<file path="src/rtl/divider_pkg.sv">
// Shared definitions for the sequential 8-by-4 divider.
// Holds the default operand widths, the iteration count, the quotient value
// reported on a divide by zero, and the controller state encoding.
package divider_pkg;

    localparam int unsigned DVD_W_DEF = 8;
    localparam int unsigned DVS_W_DEF = 4;
    localparam int unsigned ITERS     = DVD_W_DEF;

    localparam logic [DVD_W_DEF-1:0] DBZ_QUOT = '1;

    typedef enum logic [1:0] {
        ST_IDLE = 2'd0,
        ST_CALC = 2'd1,
        ST_DONE = 2'd2
    } state_e;

endpackage

</file>
<file path="src/rtl/seq_divider_8by4_if.sv">
// Request/result bundle of the sequential divider.
// master (requester): drives start, dividend, divisor; sees the results.
// slave  (divider)  : receives the request; drives quotient, remainder,
//                     busy, done, div_by_zero.
interface seq_divider_8by4_if
    import divider_pkg::*;
#(
    parameter int unsigned DVD_W = DVD_W_DEF,
    parameter int unsigned DVS_W = DVS_W_DEF
);

    logic             start;
    logic [DVD_W-1:0] dividend;
    logic [DVS_W-1:0] divisor;
    logic [DVD_W-1:0] quotient;
    logic [DVS_W-1:0] remainder;
    logic             busy;
    logic             done;
    logic             div_by_zero;

    modport master (
        output start, dividend, divisor,
        input  quotient, remainder, busy, done, div_by_zero
    );

    modport slave (
        input  start, dividend, divisor,
        output quotient, remainder, busy, done, div_by_zero
    );

endinterface

</file>
<file path="src/rtl/div_step.sv">
// One unsigned restoring-division iteration (purely combinational).
// Ports:
//   i_prem : current partial remainder (DVS_W+1 bits)
//   i_bit  : next dividend bit, shifted in as the new LSB
//   i_dvs  : divisor
//   o_prem : partial remainder after the conditional subtract
//   o_qbit : quotient bit produced by this iteration
module div_step #(
    parameter int unsigned DVS_W = 4
) (
    input  logic [DVS_W:0]   i_prem,
    input  logic             i_bit,
    input  logic [DVS_W-1:0] i_dvs,
    output logic [DVS_W:0]   o_prem,
    output logic             o_qbit
);

    localparam int unsigned SHW = DVS_W + 2;

    logic [SHW-1:0] w_shift;
    logic [SHW-1:0] w_dvs_ext;
    logic [SHW-1:0] w_diff;

    // The partial remainder is always below the divisor, so the shifted value
    // fits in DVS_W+1 bits; the extra bit only keeps the arithmetic obviously safe.
    assign w_shift   = {i_prem, i_bit};
    assign w_dvs_ext = SHW'(i_dvs);
    assign w_diff    = w_shift - w_dvs_ext;
    assign o_qbit    = (w_shift >= w_dvs_ext);
    assign o_prem    = o_qbit ? (DVS_W+1)'(w_diff) : (DVS_W+1)'(w_shift);

endmodule

</file>
<file path="src/rtl/seq_divider_8by4.sv">
// Sequential unsigned divider: DVD_W-bit dividend by DVS_W-bit divisor,
// one restoring iteration per clock, results registered and held until the
// next completion.
// Ports:
//   clk   : rising-edge clock
//   rst_n : asynchronous active-low reset
//   bus   : slave side of seq_divider_8by4_if (start/dividend/divisor in,
//           quotient/remainder/busy/done/div_by_zero out)
module seq_divider_8by4
    import divider_pkg::*;
#(
    parameter int unsigned DVD_W = DVD_W_DEF,
    parameter int unsigned DVS_W = DVS_W_DEF
) (
    input  logic                clk,
    input  logic                rst_n,
    seq_divider_8by4_if.slave   bus
);

    localparam int unsigned CNT_W = $clog2(ITERS);

    state_e           r_state;
    logic [DVD_W-1:0] r_dvd;
    logic [DVS_W-1:0] r_dvs;
    logic [DVS_W:0]   r_prem;
    logic [CNT_W-1:0] r_cnt;
    logic [DVD_W-1:0] r_quot;
    logic [DVS_W-1:0] r_rem;
    logic             r_busy;
    logic             r_done;
    logic             r_dbz;

    logic [DVS_W:0]   w_prem;
    logic             w_qbit;

    div_step #(.DVS_W(DVS_W)) u_step (
        .i_prem (r_prem),
        .i_bit  (r_dvd[DVD_W-1]),
        .i_dvs  (r_dvs),
        .o_prem (w_prem),
        .o_qbit (w_qbit)
    );

    // Controller and datapath. r_dvd doubles as the quotient accumulator:
    // each iteration consumes its MSB and shifts the new quotient bit into its LSB.
    always_ff @(posedge clk or negedge rst_n) begin
        if (!rst_n) begin
            r_state <= ST_IDLE;
            r_dvd   <= '0;
            r_dvs   <= '0;
            r_prem  <= '0;
            r_cnt   <= '0;
            r_quot  <= '0;
            r_rem   <= '0;
            r_busy  <= 1'b0;
            r_done  <= 1'b0;
            r_dbz   <= 1'b0;
        end else begin
            r_done <= 1'b0;
            case (r_state)
                ST_IDLE, ST_DONE: begin
                    if (bus.start) begin
                        r_dvd  <= bus.dividend;
                        r_dvs  <= bus.divisor;
                        r_prem <= '0;
                        r_cnt  <= '0;
                        if (bus.divisor == '0) begin
                            r_quot  <= DVD_W'(DBZ_QUOT);
                            r_rem   <= '0;
                            r_dbz   <= 1'b1;
                            r_done  <= 1'b1;
                            r_state <= ST_DONE;
                        end else begin
                            r_busy  <= 1'b1;
                            r_state <= ST_CALC;
                        end
                    end else begin
                        r_state <= ST_IDLE;
                    end
                end
                ST_CALC: begin
                    r_dvd  <= {r_dvd[DVD_W-2:0], w_qbit};
                    r_prem <= w_prem;
                    r_cnt  <= r_cnt + CNT_W'(1);
                    if (r_cnt == CNT_W'(ITERS - 1)) begin
                        r_quot  <= {r_dvd[DVD_W-2:0], w_qbit};
                        r_rem   <= w_prem[DVS_W-1:0];
                        r_dbz   <= 1'b0;
                        r_done  <= 1'b1;
                        r_busy  <= 1'b0;
                        r_state <= ST_DONE;
                    end
                end
                default: r_state <= ST_IDLE;
            endcase
        end
    end

    assign bus.quotient    = r_quot;
    assign bus.remainder   = r_rem;
    assign bus.busy        = r_busy;
    assign bus.done        = r_done;
    assign bus.div_by_zero = r_dbz;

endmodule
</file>
<file path="src/flat_wrapper.sv">
// flat-port wrapper written by rule: the top's interface ports become plain ports
module seq_divider_8by4_flat import divider_pkg::*;
#(
    parameter int unsigned DVD_W = DVD_W_DEF,
    parameter int unsigned DVS_W = DVS_W_DEF
)
  (clk, rst_n, bus_start, bus_dividend, bus_divisor, bus_quotient, bus_remainder, bus_busy, bus_done, bus_div_by_zero);
  seq_divider_8by4_if #(.DVD_W(DVD_W), .DVS_W(DVS_W)) bus_i ();
  input  logic clk;
  input  logic rst_n;
  input wire logic [$bits(bus_i.start)-1:0] bus_start;
  input wire logic [$bits(bus_i.dividend)-1:0] bus_dividend;
  input wire logic [$bits(bus_i.divisor)-1:0] bus_divisor;
  output wire logic [$bits(bus_i.quotient)-1:0] bus_quotient;
  output wire logic [$bits(bus_i.remainder)-1:0] bus_remainder;
  output wire logic [$bits(bus_i.busy)-1:0] bus_busy;
  output wire logic [$bits(bus_i.done)-1:0] bus_done;
  output wire logic [$bits(bus_i.div_by_zero)-1:0] bus_div_by_zero;
  assign bus_i.start = bus_start;
  assign bus_i.dividend = bus_dividend;
  assign bus_i.divisor = bus_divisor;
  assign bus_quotient = bus_i.quotient;
  assign bus_remainder = bus_i.remainder;
  assign bus_busy = bus_i.busy;
  assign bus_done = bus_i.done;
  assign bus_div_by_zero = bus_i.div_by_zero;
  seq_divider_8by4 #(.DVD_W(DVD_W), .DVS_W(DVS_W)) u_core (.clk(clk), .rst_n(rst_n), .bus(bus_i));
endmodule
</file>
<file path="config.mk">
export PLATFORM = sky130hd
export DESIGN_NAME = seq_divider_8by4_flat
export DESIGN_NICKNAME = d
export VERILOG_FILES = /design/src/rtl/divider_pkg.sv /design/src/rtl/seq_divider_8by4_if.sv /design/src/rtl/div_step.sv /design/src/rtl/seq_divider_8by4.sv /design/src/flat_wrapper.sv
export SDC_FILE = /design/constraint.sdc
export NUM_CORES = 1
export LEC_CHECK = 0
export BUFFER_PORTS_ARGS = -buffer_cell sky130_fd_sc_hd__buf_2
export CORE_UTILIZATION = 49
export CTS_CLUSTER_DIAMETER = 200
export DETAILED_ROUTE_END_ITERATION = 8
export PLACE_DENSITY = 0.75
export SLEW_MARGIN = 20
export SYNTH_ARGS = -nofsm -noshare
export SYNTH_HDL_FRONTEND = slang
export SYNTH_SLANG_ARGS = --single-unit
</file>
<file path="constraint.sdc">
create_clock -name clk -period 2.03 [get_ports clk]
set_clock_uncertainty 0.1 [all_clocks]
set_input_delay 0.203 -clock clk [delete_from_list [all_inputs] [get_ports clk]]
set_output_delay 0.203 -clock clk [all_outputs]
set_load 0.005 [all_outputs]
</file>
==> run summary <==
run status - finished clean
total of max-cap violations - 0
top cell type's share of synthesized area - 0.527
total power draw - 3950 uW
Data required, critical path - 2.18 ns
Worst R2R Setup Slack - 0.02 ns
GP Congestion - 0.885
fillers - 274
Overflow after GRT - 0
gr usage total - 0.223
Finished Core Util - 0.643
nature of the critical path endpoint - register
max_slew headroom - 0.467
clock latency at the later pin of the worst-skew pair - 0.35 ns
Final Slew Violations - 0
Hold Crit Depth - 3
sequential share of the synthesized area - 0.527
final period utilization - 0.988
top cells by area, synth - dfrtp_1 (53%), nand2_1 (5.6%), ha_1 (4.3%), nor2_1 (4.1%), a21oi_2 (3.5%)
FF-to-FF End - u_core.bus.remainder[3]
most frequent cell after synthesis - dfrtp_1
Antenna Nets Post-Route - 0
DRT iter0 DRCs - 91
WL per Instance - 15.1 um
post-synthesis cell count - 174
post-synth top area cell - dfrtp_1
final setup fails - 0
Crit Reg-Reg Startpoint - u_core.r_dvs[1]
largest net degree at the start of global routing - 38
die area - 3830 um^2
sink of the worst hold path - u_core.r_dvd[4]
core area - 3390 um^2
Post-synth top cells - dfrtp_1 (37), nand2_1 (26), nor2_1 (19), a21oi_1 (9), inv_1 (9)
initial antenna violation count - 0
diodes inserted - 0
DRT Pass-1 Iters - 4
Worst Path Arrival - 2.15 ns
hold path startpoint - bus_dividend[4]
number of port buffers - 29
Synthesized Nets - 196
Mapped Area - 1760 um^2
power per cell area - 1810 nW/um^2
via total after detailed routing - 1478
Horiz. Die Dim - 61.9 um
DRC violations left - 0
layout cells sized above 1 - 0.306
clk sinks - 37
maximum buffer depth of the clock tree - 2
Main synth FF type - dfrtp_1
EDFF count, synth - 0
Crit Path Class - reg -> reg
post-DP HPWL - 2.73 mm
drt via density - 5.58
Mean Syn Cell Area - 10.1 um^2
Reg2Reg Depth - 6
initial core utilization - 0.519
Yosys reg bits - 37
unrepaired setup endpoints after global routing - true
# nets final - 241
Post-Route WL - 4.01 mm
Final Critical Period - 2.01 ns
post-synthesis cell type count - 37
first-pass GRT wire length - 5.98 mm
Num CTS Buffers - 5
FMAX - 499 MHz
FFs w/ async S/R, synth - 1.00
root buffer cell - clkbuf_4
CP startpoint kind - register
YS warnings - 0
Worst Hold Class - in -> reg
Worst VDD drop - 1010 uV
IO Count - 30
Synth-to-Final Area Change - 24.1%
crit path max fanout - 5
clock slew at reported path FFs - 0.11 ns
H-tree levels - 2
Final Hold Fails - 0
row cnt - 21
Pleak - 0.000983 uW
Least-Margin Pin Slew - 0.799 ns
height of the die - 61.9 um
vias in the first global route - 1289
CTS tree - done
==> state kept, by name, summed over array words and instances, names as in the netlist <==
| name | count |
|---|---|
| u_core.r_dvs | 4 |
| u_core.r_cnt | 3 |
| u_core.r_prem | 5 |
| u_core.bus.remainder | 4 |
| u_core.bus.quotient | 8 |
| u_core.bus.div_by_zero | 1 |
| u_core.bus.done | 1 |
| u_core.r_dvd | 8 |
| u_core.bus.busy | 1 |
| u_core.r_state | 2 |
==> how the worst max path moves through the flow <==
stage / startpoint / endpoint / slack, ns
6_report: u_core.r_dvs[1] / u_core.bus.remainder[3] / 0.02
3_3_place_gp: u_core.r_dvd[7] / u_core.bus.remainder[0] / -0.007
5_1_grt: u_core.r_dvs[1] / u_core.bus.remainder[0] / -0.04
3_5_place_dp: u_core.r_dvd[7] / u_core.bus.remainder[3] / -0.09
4_1_cts: u_core.r_dvd[7] / u_core.bus.remainder[2] / 0.03
2_1_floorplan: u_core.r_dvd[7] / u_core.bus.remainder[0] / 0.06
==> placed cells by master, fill, tap and decap left out, types with 2 or more instances in the layout <==
cell and n:
inv_1 9, nor3_2 2, xnor2_1 2, o31ai_1 5
a22o_1 2, nand3_1 2, nor2b_1 2, buf_4 12
o32ai_1 2, nand2_1 26, buf_2 29, a21boi_1 2
dfrtp_1 37, o21ai_0 6, a21oi_1 8, a21oi_2 7
nor2_1 18, a31oi_1 8, dlygate4sd3_1 5, clkbuf_4 5
and3_1 2, ha_1 5
==> layer usage <==
layer  part of all wire  global-route usage
met5                  0                   0
met4              0.024              0.0952
met3              0.049              0.0642
met2               0.49               0.356
met1               0.43               0.285
==> stage by stage <==
stage | instances | hold slack, ns | TNS (ns) | worst slack, ns | area [um^2]
after floorplan | 174 | -0.193 | 0 | 0.0586 | 1760
after global placement | 251 | 0.224 | -0.0227 | -0.00657 | 1990
after detailed placement | 251 | 0.227 | -0.460 | -0.0928 | 1990
after CTS | 264 | 0.000433 | 0 | 0.0340 | 2140
after global routing | 265 | 0.00872 | -0.0778 | -0.0354 | 2180
final | 265 | 0.00654 | 0 | 0.0248 | 2180
==> power breakdown <==
group / switching, uW / internal (uW)
Sequential: 221 / 1080
Combinational: 1220 / 928
Clock: 248 / 251
Total: 1690 / 2260
==> worst max-delay path: stages (launching register included) <==
cell	delay (ns)
dfrtp_1	0.41
inv_1	0.11
ha_1	0.26
and2_1	0.21
a311o_2	0.39
o32a_1	0.34
o31ai_1	0.08
==> layout make-up <==
type | count | area, um^2 | area share
multi-input combinational | 120 | 806 | 0.369
sequential | 37 | 926 | 0.425
clock inverter | 2 | 35.0 | 0.0161
timing repair buffer | 46 | 285 | 0.131
clock buffer | 5 | 37.5 | 0.0172
inverter | 9 | 33.8 | 0.0155
tap | 46 | 57.6 | 0.0264
==> cells by family (layout without fill, tap and decap cells) <==
group | after synthesis | in the layout | synth area share
flip-flops | 37 | 37 | 0.527
adder cells (fa/ha/maj) | 7 | 7 | 0.0541
buffers and inverters | 17 | 62 | 0.0470
AND/OR/NAND/NOR | 61 | 61 | 0.154
AO/OA/AOI/OAI | 50 | 50 | 0.209
XOR/XNOR | 2 | 2 | 0.00997
==> repair_timing <==
item | in CTS | in global routing
hold buffers | 5 | 0
pin swaps | 3 | 5
setup endpoints to repair | 9 | 8
setup buffers | 1 | 1
endpoints found under the hold margin | 41 | 0
gates resized for setup | 6 | 6
cloned | 0 | 0
Power figures use the tool's default switching activity.
